[config.mk]
export PLATFORM = sky130hd
export DESIGN_NAME = alu_seq
export DESIGN_NICKNAME = d
export VERILOG_FILES = /design/src/rtl/alu_pkg.sv /design/src/rtl/alu_mul_seq.sv /design/src/rtl/alu_seq.sv
export SDC_FILE = /design/constraint.sdc
export NUM_CORES = 1
export LEC_CHECK = 0
export ABC_AREA = 1
export BUFFER_PORTS_ARGS = -buffer_cell sky130_fd_sc_hd__clkbuf_2
export CORE_MARGIN = 1.5
export CORE_UTILIZATION = 25
export DETAILED_ROUTE_END_ITERATION = 16
export HOLD_SLACK_MARGIN = 0.12
export SETUP_SLACK_MARGIN = 0.02
export SYNTH_ARGS = -nofsm -noshare
export SYNTH_HDL_FRONTEND = slang
export SYNTH_SLANG_ARGS = --single-unit
[constraint.sdc]
create_clock -name clk -period 1.9 [get_ports clk]
set_clock_uncertainty 0.2 [all_clocks]
set_input_delay 0 -clock clk [delete_from_list [all_inputs] [get_ports clk]]
set_output_delay 0 -clock clk [all_outputs]
set_load 0.01 [all_outputs]
[src/rtl/alu_pkg.sv]
// rtl/alu_pkg.sv - op codes and FSM state encoding shared by alu_seq and its multiplier
package alu_pkg;

    localparam logic [2:0] OP_ADD   = 3'b000;
    localparam logic [2:0] OP_SUB   = 3'b001;
    localparam logic [2:0] OP_AND   = 3'b010;
    localparam logic [2:0] OP_OR    = 3'b011;
    localparam logic [2:0] OP_XOR   = 3'b100;
    localparam logic [2:0] OP_NOTA  = 3'b101;
    localparam logic [2:0] OP_PASSB = 3'b110;
    localparam logic [2:0] OP_MUL   = 3'b111;

    typedef enum logic [1:0] {
        S_IDLE = 2'd0,
        S_MUL  = 2'd1,
        S_DONE = 2'd2
    } state_t;

endpackage

[src/rtl/alu_mul_seq.sv]
// rtl/alu_mul_seq.sv - shift-add unsigned multiplier, one partial-product bit per cycle
module alu_mul_seq #(
    parameter int WIDTH = 8
) (
    input  logic                 clk,
    input  logic                 reset,
    input  logic                 start,
    input  logic [WIDTH-1:0]     a,
    input  logic [WIDTH-1:0]     b,
    output logic                 busy,
    output logic [2*WIDTH-1:0]   product
);

    // The load cycle already consumes the first multiplier bit, so WIDTH-1
    // further steps remain and the product is final once busy drops.
    localparam int CW = $clog2(WIDTH);

    logic [WIDTH-1:0]   mcand_q;
    logic [2*WIDTH-1:0] acc_q;
    logic [2*WIDTH-1:0] acc_d;
    logic [CW-1:0]      cnt_q;

    logic [WIDTH-1:0]   step_mcand;
    logic [WIDTH-1:0]   step_hi;
    logic [WIDTH-1:0]   step_lo;
    logic [WIDTH:0]     step_sum;

    // One shift-add step: conditionally add the multiplicand to the high half, then shift right.
    always_comb begin
        step_mcand = start ? a : mcand_q;
        step_hi    = start ? {WIDTH{1'b0}} : acc_q[2*WIDTH-1:WIDTH];
        step_lo    = start ? b : acc_q[WIDTH-1:0];
        step_sum   = {1'b0, step_hi} +
                     (step_lo[0] ? {1'b0, step_mcand} : {(WIDTH+1){1'b0}});
        acc_d      = {step_sum, step_lo[WIDTH-1:1]};
    end

    // Load operands on start, then iterate until the step counter runs out.
    always_ff @(posedge clk or posedge reset) begin
        if (reset) begin
            mcand_q <= '0;
            acc_q   <= '0;
            cnt_q   <= '0;
        end else if (start) begin
            mcand_q <= a;
            acc_q   <= acc_d;
            cnt_q   <= CW'(WIDTH - 1);
        end else if (cnt_q != '0) begin
            acc_q   <= acc_d;
            cnt_q   <= cnt_q - CW'(1);
        end
    end

    assign busy    = (cnt_q != '0);
    assign product = acc_q;

endmodule

[src/rtl/alu_seq.sv]
// rtl/alu_seq.sv - registered handshake ALU; ALU_MUL_EN enables the multi-cycle multiply
module alu_seq
    import alu_pkg::*;
#(
    parameter int WIDTH = 8
) (
    input  logic             clk,
    input  logic             reset,
    input  logic             in_valid,
    output logic             in_ready,
    input  logic [WIDTH-1:0] a,
    input  logic [WIDTH-1:0] b,
    input  logic [2:0]       op,
    output logic             out_valid,
    input  logic             out_ready,
    output logic [WIDTH-1:0] r,
    output logic [WIDTH-1:0] r_hi,
    output logic             zero,
    output logic             carry,
    output logic             sign,
    output logic             ovf
);

    state_t           state_q;
    logic             out_valid_q;
    logic [WIDTH-1:0] r_q;
    logic             zero_q;
    logic             carry_q;
    logic             sign_q;
    logic             ovf_q;

    logic             accept;

    logic [WIDTH-1:0] b_eff;
    logic [WIDTH:0]   add_sum;
    logic [WIDTH-1:0] alu_r;
    logic             alu_c;
    logic             alu_o;

    logic [WIDTH-1:0] res_r;
    logic             res_z;
    logic             res_c;
    logic             res_s;
    logic             res_o;

    assign in_ready = (state_q == S_IDLE) | ((state_q == S_DONE) & out_ready);
    assign accept   = in_valid & in_ready;

    // Single-cycle arithmetic/logic unit operating on the live operands at accept.
    always_comb begin
        b_eff   = (op == OP_SUB) ? ~b : b;
        add_sum = {1'b0, a} + {1'b0, b_eff} + {{WIDTH{1'b0}}, (op == OP_SUB)};
        alu_r   = '0;
        alu_c   = 1'b0;
        alu_o   = 1'b0;
        case (op)
            OP_ADD, OP_SUB: begin
                alu_r = add_sum[WIDTH-1:0];
                alu_c = add_sum[WIDTH];
                alu_o = (a[WIDTH-1] == b_eff[WIDTH-1]) &&
                        (add_sum[WIDTH-1] != a[WIDTH-1]);
            end
            OP_AND:   alu_r = a & b;
            OP_OR:    alu_r = a | b;
            OP_XOR:   alu_r = a ^ b;
            OP_NOTA:  alu_r = ~a;
            OP_PASSB: alu_r = b;
            default:  alu_r = '0;
        endcase
    end

`ifdef ALU_MUL_EN
    logic                 mul_start;
    logic                 mul_busy;
    logic [2*WIDTH-1:0]   mul_product;
    logic [WIDTH-1:0]     res_hi;
    logic [WIDTH-1:0]     r_hi_q;

    assign mul_start = accept && (op == OP_MUL);

    alu_mul_seq #(
        .WIDTH (WIDTH)
    ) u_mul (
        .clk     (clk),
        .reset   (reset),
        .start   (mul_start),
        .a       (a),
        .b       (b),
        .busy    (mul_busy),
        .product (mul_product)
    );
`endif

    // Select what gets registered as the result: the ALU, or the finished product while in MUL.
    always_comb begin
        res_r = alu_r;
        res_z = (alu_r == '0);
        res_c = alu_c;
        res_s = alu_r[WIDTH-1];
        res_o = alu_o;
`ifdef ALU_MUL_EN
        res_hi = '0;
        if (state_q == S_MUL) begin
            res_r  = mul_product[WIDTH-1:0];
            res_hi = mul_product[2*WIDTH-1:WIDTH];
            res_z  = (mul_product == '0);
            res_c  = 1'b0;
            res_s  = mul_product[2*WIDTH-1];
            res_o  = (mul_product[2*WIDTH-1:WIDTH] != '0);
        end
`endif
    end

    // Control FSM with registered result, flags and out_valid.
    always_ff @(posedge clk or posedge reset) begin
        if (reset) begin
            state_q     <= S_IDLE;
            out_valid_q <= 1'b0;
            r_q         <= '0;
            zero_q      <= 1'b0;
            carry_q     <= 1'b0;
            sign_q      <= 1'b0;
            ovf_q       <= 1'b0;
`ifdef ALU_MUL_EN
            r_hi_q      <= '0;
`endif
        end else begin
            case (state_q)
                S_IDLE, S_DONE: begin
                    if (accept) begin
                        state_q     <= S_DONE;
                        out_valid_q <= 1'b1;
                        r_q         <= res_r;
                        zero_q      <= res_z;
                        carry_q     <= res_c;
                        sign_q      <= res_s;
                        ovf_q       <= res_o;
`ifdef ALU_MUL_EN
                        r_hi_q      <= res_hi;
                        // A multiply overrides the single-cycle completion above.
                        if (op == OP_MUL) begin
                            state_q     <= S_MUL;
                            out_valid_q <= 1'b0;
                        end
`endif
                    end else if ((state_q == S_DONE) && out_ready) begin
                        state_q     <= S_IDLE;
                        out_valid_q <= 1'b0;
                    end
                end
`ifdef ALU_MUL_EN
                S_MUL: begin
                    if (!mul_busy) begin
                        state_q     <= S_DONE;
                        out_valid_q <= 1'b1;
                        r_q         <= res_r;
                        r_hi_q      <= res_hi;
                        zero_q      <= res_z;
                        carry_q     <= res_c;
                        sign_q      <= res_s;
                        ovf_q       <= res_o;
                    end
                end
`endif
                default: begin
                    state_q     <= S_IDLE;
                    out_valid_q <= 1'b0;
                end
            endcase
        end
    end

    assign out_valid = out_valid_q;
    assign r         = r_q;
    assign zero      = zero_q;
    assign carry     = carry_q;
    assign sign      = sign_q;
    assign ovf       = ovf_q;
`ifdef ALU_MUL_EN
    assign r_hi      = r_hi_q;
`else
    assign r_hi      = '0;
`endif

endmodule

### Yosys cells after proc, flatten, opt, wreduce, memory -nomap -nowiden

Cells that the tools add are included.

* equal/unequal tests: 10
* reductions and logical operators: 8
* muxes and demuxes: 10
* bitwise gates (word level): 8
* add/subtract/negate cells: 2

Operators with widths (number)
* 8-bit case mux with 6 select lines: 1
* 8-bit NOT: 2
* 8-bit by 8-bit adder with 9-bit output: 1
* 9-bit by 1-bit adder with 9-bit output: 1
* 3-bit equality test (second input constant): 3
* 8-bit AND: 1
* 8-bit zero test: 1
* 8-bit two-way mux: 1
* 8-bit bitwise OR: 1
* 8-bit XOR: 1
* 3-bit by 2-bit equality test with 1-bit output (second input constant): 2
* 2-bit two-way mux: 3
* 1-bit two-way mux: 5
* 2-bit OR reduction: 2
* 3-bit by 1-bit equality test with 1-bit output (second input constant): 1
* 3-bit zero test: 1
* 3-bit != test (second input constant): 1
* 1-bit AND: 2
* 2-bit equality test (second input constant): 1
* 1-bit logical AND: 2
* 2-bit zero test: 1
* 2-bit AND reduction: 1
* 1-bit equality test: 1
* 1-bit != test: 1
* 1-bit bitwise OR: 1

* bits in registers: 15
* bits of input ports: 23
* output and inout bits: 22
* logic and storage cells: 45

### Longest topological paths before layout

* word-level depth: 7
* mapped depth: 16
* depth with buffers taken out: 16

### Worst setup path before layout

Ideal clock, no wire load.

* path kind: input port to flip-flop
* start: in op[2]
* end: reg zero_q (netlist: zero)
* library setup time: 0.065 ns
* slack: -0.186 ns
* cell stages on the path: 12
* data required time: 1.635 ns
* arrival: 1.820 ns
* cell sequence: nor2_4 -> nand2_1 -> xor2_1 -> fa_1 -> nor3b_1 -> nor3_1 -> nand2_1 -> nor2_1 -> nand3_1 -> nor2_1 -> nand4_1 -> nand2_1

* word-level cells in the longest chain between the ends: 6
* elaborated cells between the ends (all ways): 13
* classes of those cells: add/sub: 2; eq/ne: 6; mux: 2; reduce/logical: 3

RTL lines
* start, declared: RTL line alu_seq.sv:13 `input logic [2:0] op,`
* 3-bit by 1-bit equality test with 1-bit output: RTL line alu_seq.sv:51, alu_seq.sv:52, alu_seq.sv:56
* 8-bit two-way mux: RTL line alu_seq.sv:51 `b_eff = (op == OP_SUB) ? ~b : b;`
* 8-bit by 8-bit adder with 9-bit output: RTL line alu_seq.sv:52 `add_sum = {1'b0, a} + {1'b0, b_eff} + {{WIDTH{1'b0}}, (op == OP_SUB)};`
* 9-bit by 1-bit adder with 9-bit output: RTL line alu_seq.sv:52
* 8-bit case mux with 6 select lines *: RTL line alu_seq.sv:56 `case (op)`
* 8-bit zero test *: RTL line alu_seq.sv:97 `res_z = (alu_r == '0);`
* end signal, assigned: RTL line alu_seq.sv:134 `zero_q <= res_z;`
* end, declared: RTL line alu_seq.sv:27 `logic zero_q;`

Mark *: on every way between the ends. The rest lies on a longest branch, timed or not.
A chain may end at the register's enable or synchronous reset.

### Final worst setup path

* start: in a[5]
* end: reg zero_q (netlist: zero)

* word-level cells in the longest chain between the ends: 4
* elaborated cells between the ends (all ways): 8
* classes of those cells: add/sub: 2; mux: 1; bitwise: 4; reduce/logical: 1

RTL lines
* start, declared: RTL line alu_seq.sv:11 `input logic [WIDTH-1:0] a,`
* 8-bit by 8-bit adder with 9-bit output: RTL line alu_seq.sv:52
* 9-bit by 1-bit adder with 9-bit output: RTL line alu_seq.sv:52
* 8-bit case mux with 6 select lines *: RTL line alu_seq.sv:56
* 8-bit zero test *: RTL line alu_seq.sv:97

Marked as above.

==> out/qor.yml <==
ctsHtreeMaxLevel: 1
power_leakage_nw: 1.24
synth_area_per_cell_um2: 6.75
p_sw_share_pct: 37.7
setup.worst_path.start_class: "primary input"
first_pass_iters: 10
wl_per_cell_um: 10.9
max_stage_delay_ns: 0.53
antenna_found_initial: 0
numCtsBuffers: 3
busiest_layer: "met2"
fin_nets: 362
layout_setup_ws_ns: 0.0831
num_rows: 29
critical_path_arrival_ns: 1.80
num_vias: 1709
syn_area_mm2: 0.00169
clockRootBuffer: "clkbuf_8"
wl_um: 4260
grt_pass1_vias: 1698
pwr-share-clk_pct: 24.7
ff_latch_area_um2: 300
grt_util_met3_pct: 1.26
maxCapViolations: 0
slowest_stage: "dlygate4sd3_1"
grt_pass1_wl_um: 7330
antenna_left: 0
grt_usage_pct: 12.2
clk_latency_ns: 0.24
cts_tree: "yes"
ys_ff_latch: 12
grtUsageMet1_pct: 16.2
ios: 45
max_freq_mhz: 550
core_area_mm2: 0.00642
grt_max_degree: 14
drc_errors: 6
port-buffer-count: 36
critPathKind: "primary input to flop"
rsz0062_at_grt: "true"
yosys-top-cells-area: "dfrtp_1 18%, ha_1 17%, nand2_1 12%"
ys_seq_area_share_pct: 17.8
final-max-slew-violation-count: 0
die-height_um: 85.1
gr-total-overflow: 0
cts_buffer_depth: 2
viasPerCell: 4.37
finalSetupViolations: 0
whs_ns: 0.126
p_comb_share_pct: 47.4
syn_to_final_growth_pct: 33.9
crit_top_cell: "nand2_1"
post-place-ws_ns: -0.223
crit_fanout: 4
p_sw_mw: 0.432
start_util_pct: 26.3
power_mw: 1.15
synth_top_area_share_pct: 17.8
crit_required_ns: 1.88
status: "complete, but fails checks"
pwr-share-seq_pct: 27.9
fill_cells: 691
path_buf_inv: 3
synth_cell_type_count: 33
numClockSinks: 12
dpl.hpwl_um: 3520
synth_cells: 250
power_density_mw_per_mm2: 508
vdd_drop_max_mv: 0.186
hold_violations: 0
multiInputGateArea_mm2: 0.00121
diodes: 0
violations: "design-rule violations"
yosys_warnings: 0
place.gp.congestion: 0.825
cts.clk_slew.worst_paths_ns: 0.06
period_minus_slack_ns: 1.82
worstPathCellList: "dlygate4sd3_1, clkbuf_2, ha_4, nand2_1, inv_1, nand4_1, nand3_1, nand2_1, nand3_1, nand2_1, nor2_1, nand4_1, nand2_1"
fin_crit_sh_pct: 95.6
grt_util_met2_pct: 21.2
dr.first_iter.drc_count: 47
dieArea_mm2: 0.00725
min_path_type: "primary input to flop"
yosysTopAreaCell: "dfrtp_1"
tns_ns: 0
p_int_mw: 0.715
worst_path_dominant_cell_family: "simple AND/OR/NAND/NOR gates"
layout-drive-gt1-share_pct: 27.7
die_w_um: 85.1
crit_path_end_kind: "flop"
per-layer routing:
layer	part of all wire, %	vias to the layer above
li1	-	916
met1	49	747
met4	0.63	0
met2	47	44
met3	3.8	2
met5	0	-
cell families after synthesis:
logic type      synth area share, %
buf+inv                        15.4
simple gates                   35.1
xor+xnor                       4.15
flops                          17.8
compound gates                 9.05
fa+ha+maj                      18.2
other cells                   0.222
flip-flops by register name (all words and copies together) (netlist names):
register	flops
carry	1
out_valid	1
ovf	1
r	8
zero	1
worst paths after layout:
kind | start | end | slack [ns] | cells past startpoint
min in group asynchronous | reset | carry | 0.65 | 4
max reg2reg | out_valid | out_valid | 0.27 | 5
min reg2reg | ovf | ovf | 0.29 | 2
max | a[5] | zero | 0.08 | 13
max in group asynchronous | reset | zero | 0.53 | 4
min | a[0] | r[0] | 0.13 | 6
tightest hold or removal path: cells and delay by family:
kind                   cells  cell delay (ns)
and+or+nand+nor            2             0.14
buffers and inverters      2             0.17
AOI/OAI and AO/OA          2             0.22
area by class of cell:
cell class / count / share of cell area, %
inverters: 43 / 7.15
clock buffers: 4 / 2.44
repair buffers: 66 / 19.2
flip-flops and latches: 12 / 13.3
multi-input cells: 189 / 53.7
well taps: 77 / 4.27
cells in the mapped netlist:
cell / count
inv_1: 40
or2_1: 1
nor2_2: 2
nor3b_1: 1
o21ai_1: 3
o2bb2ai_1: 1
o211ai_1: 2
dfrtp_1: 12
o22ai_1: 4
fa_1: 1
a31oi_1: 6
ha_1: 23
nand3_1: 16
o21ai_0: 4
nand2_1: 56
nor2_4: 1
buf_2: 1
buf_4: 9
conb_1: 1
nand3b_1: 2
a21oi_1: 3
clkbuf_1: 1
buf_6: 2
inv_2: 3
xor2_1: 8
nor2_1: 22
o21a_1: 1
nand4_1: 8
nor3_2: 2
o21ai_2: 1
nand2_2: 5
nand3_2: 5
nor3_1: 3
metrics by stage:
step           utilization [%]  instance area [um^2]  instances
6_report                  35.2                  2260        391
5_1_grt                   35.2                  2260        391
4_1_cts                   34.3                  2210        390
3_5_place_dp              31.7                  2030        374
3_3_place_gp              31.7                  2030        374
2_1_floorplan                -                  1730        257
power groups by stage:
stage                     clock network [mW]  registers (mW)  logic, mW
after floorplan                            0           0.339      0.316
after global placement                     0           0.323      0.493
after detailed placement                   0           0.325      0.500
after CTS                              0.286           0.321      0.525
after global routing                   0.303           0.324      0.614
final                                  0.283           0.320      0.544
cell usage in the layout, fill, tap and decap left out, types with 4 or more instances in the layout:
cell type,n
xor2_1,6
o22ai_1,4
inv_1,39
dfrtp_1,12
conb_1,8
clkbuf_2,36
ha_1,22
inv_2,4
clkbuf_8,4
buf_4,19
nand2_2,6
nand3_2,5
a31oi_1,5
nor2_1,21
nand3_1,16
nand2_1,54
o21ai_0,4
nand4_1,8
dlygate4sd3_1,11
timing repair:
action	CTS	global route
cloned	0	0
buffers inserted	1	1
gates resized for setup	0	8
hold buffers	11	0
pin swaps	1	9
hold endpoints to repair	22	0
endpoints found under the setup margin	1	4
No activity file was read; power rests on OpenSTA's default activity.
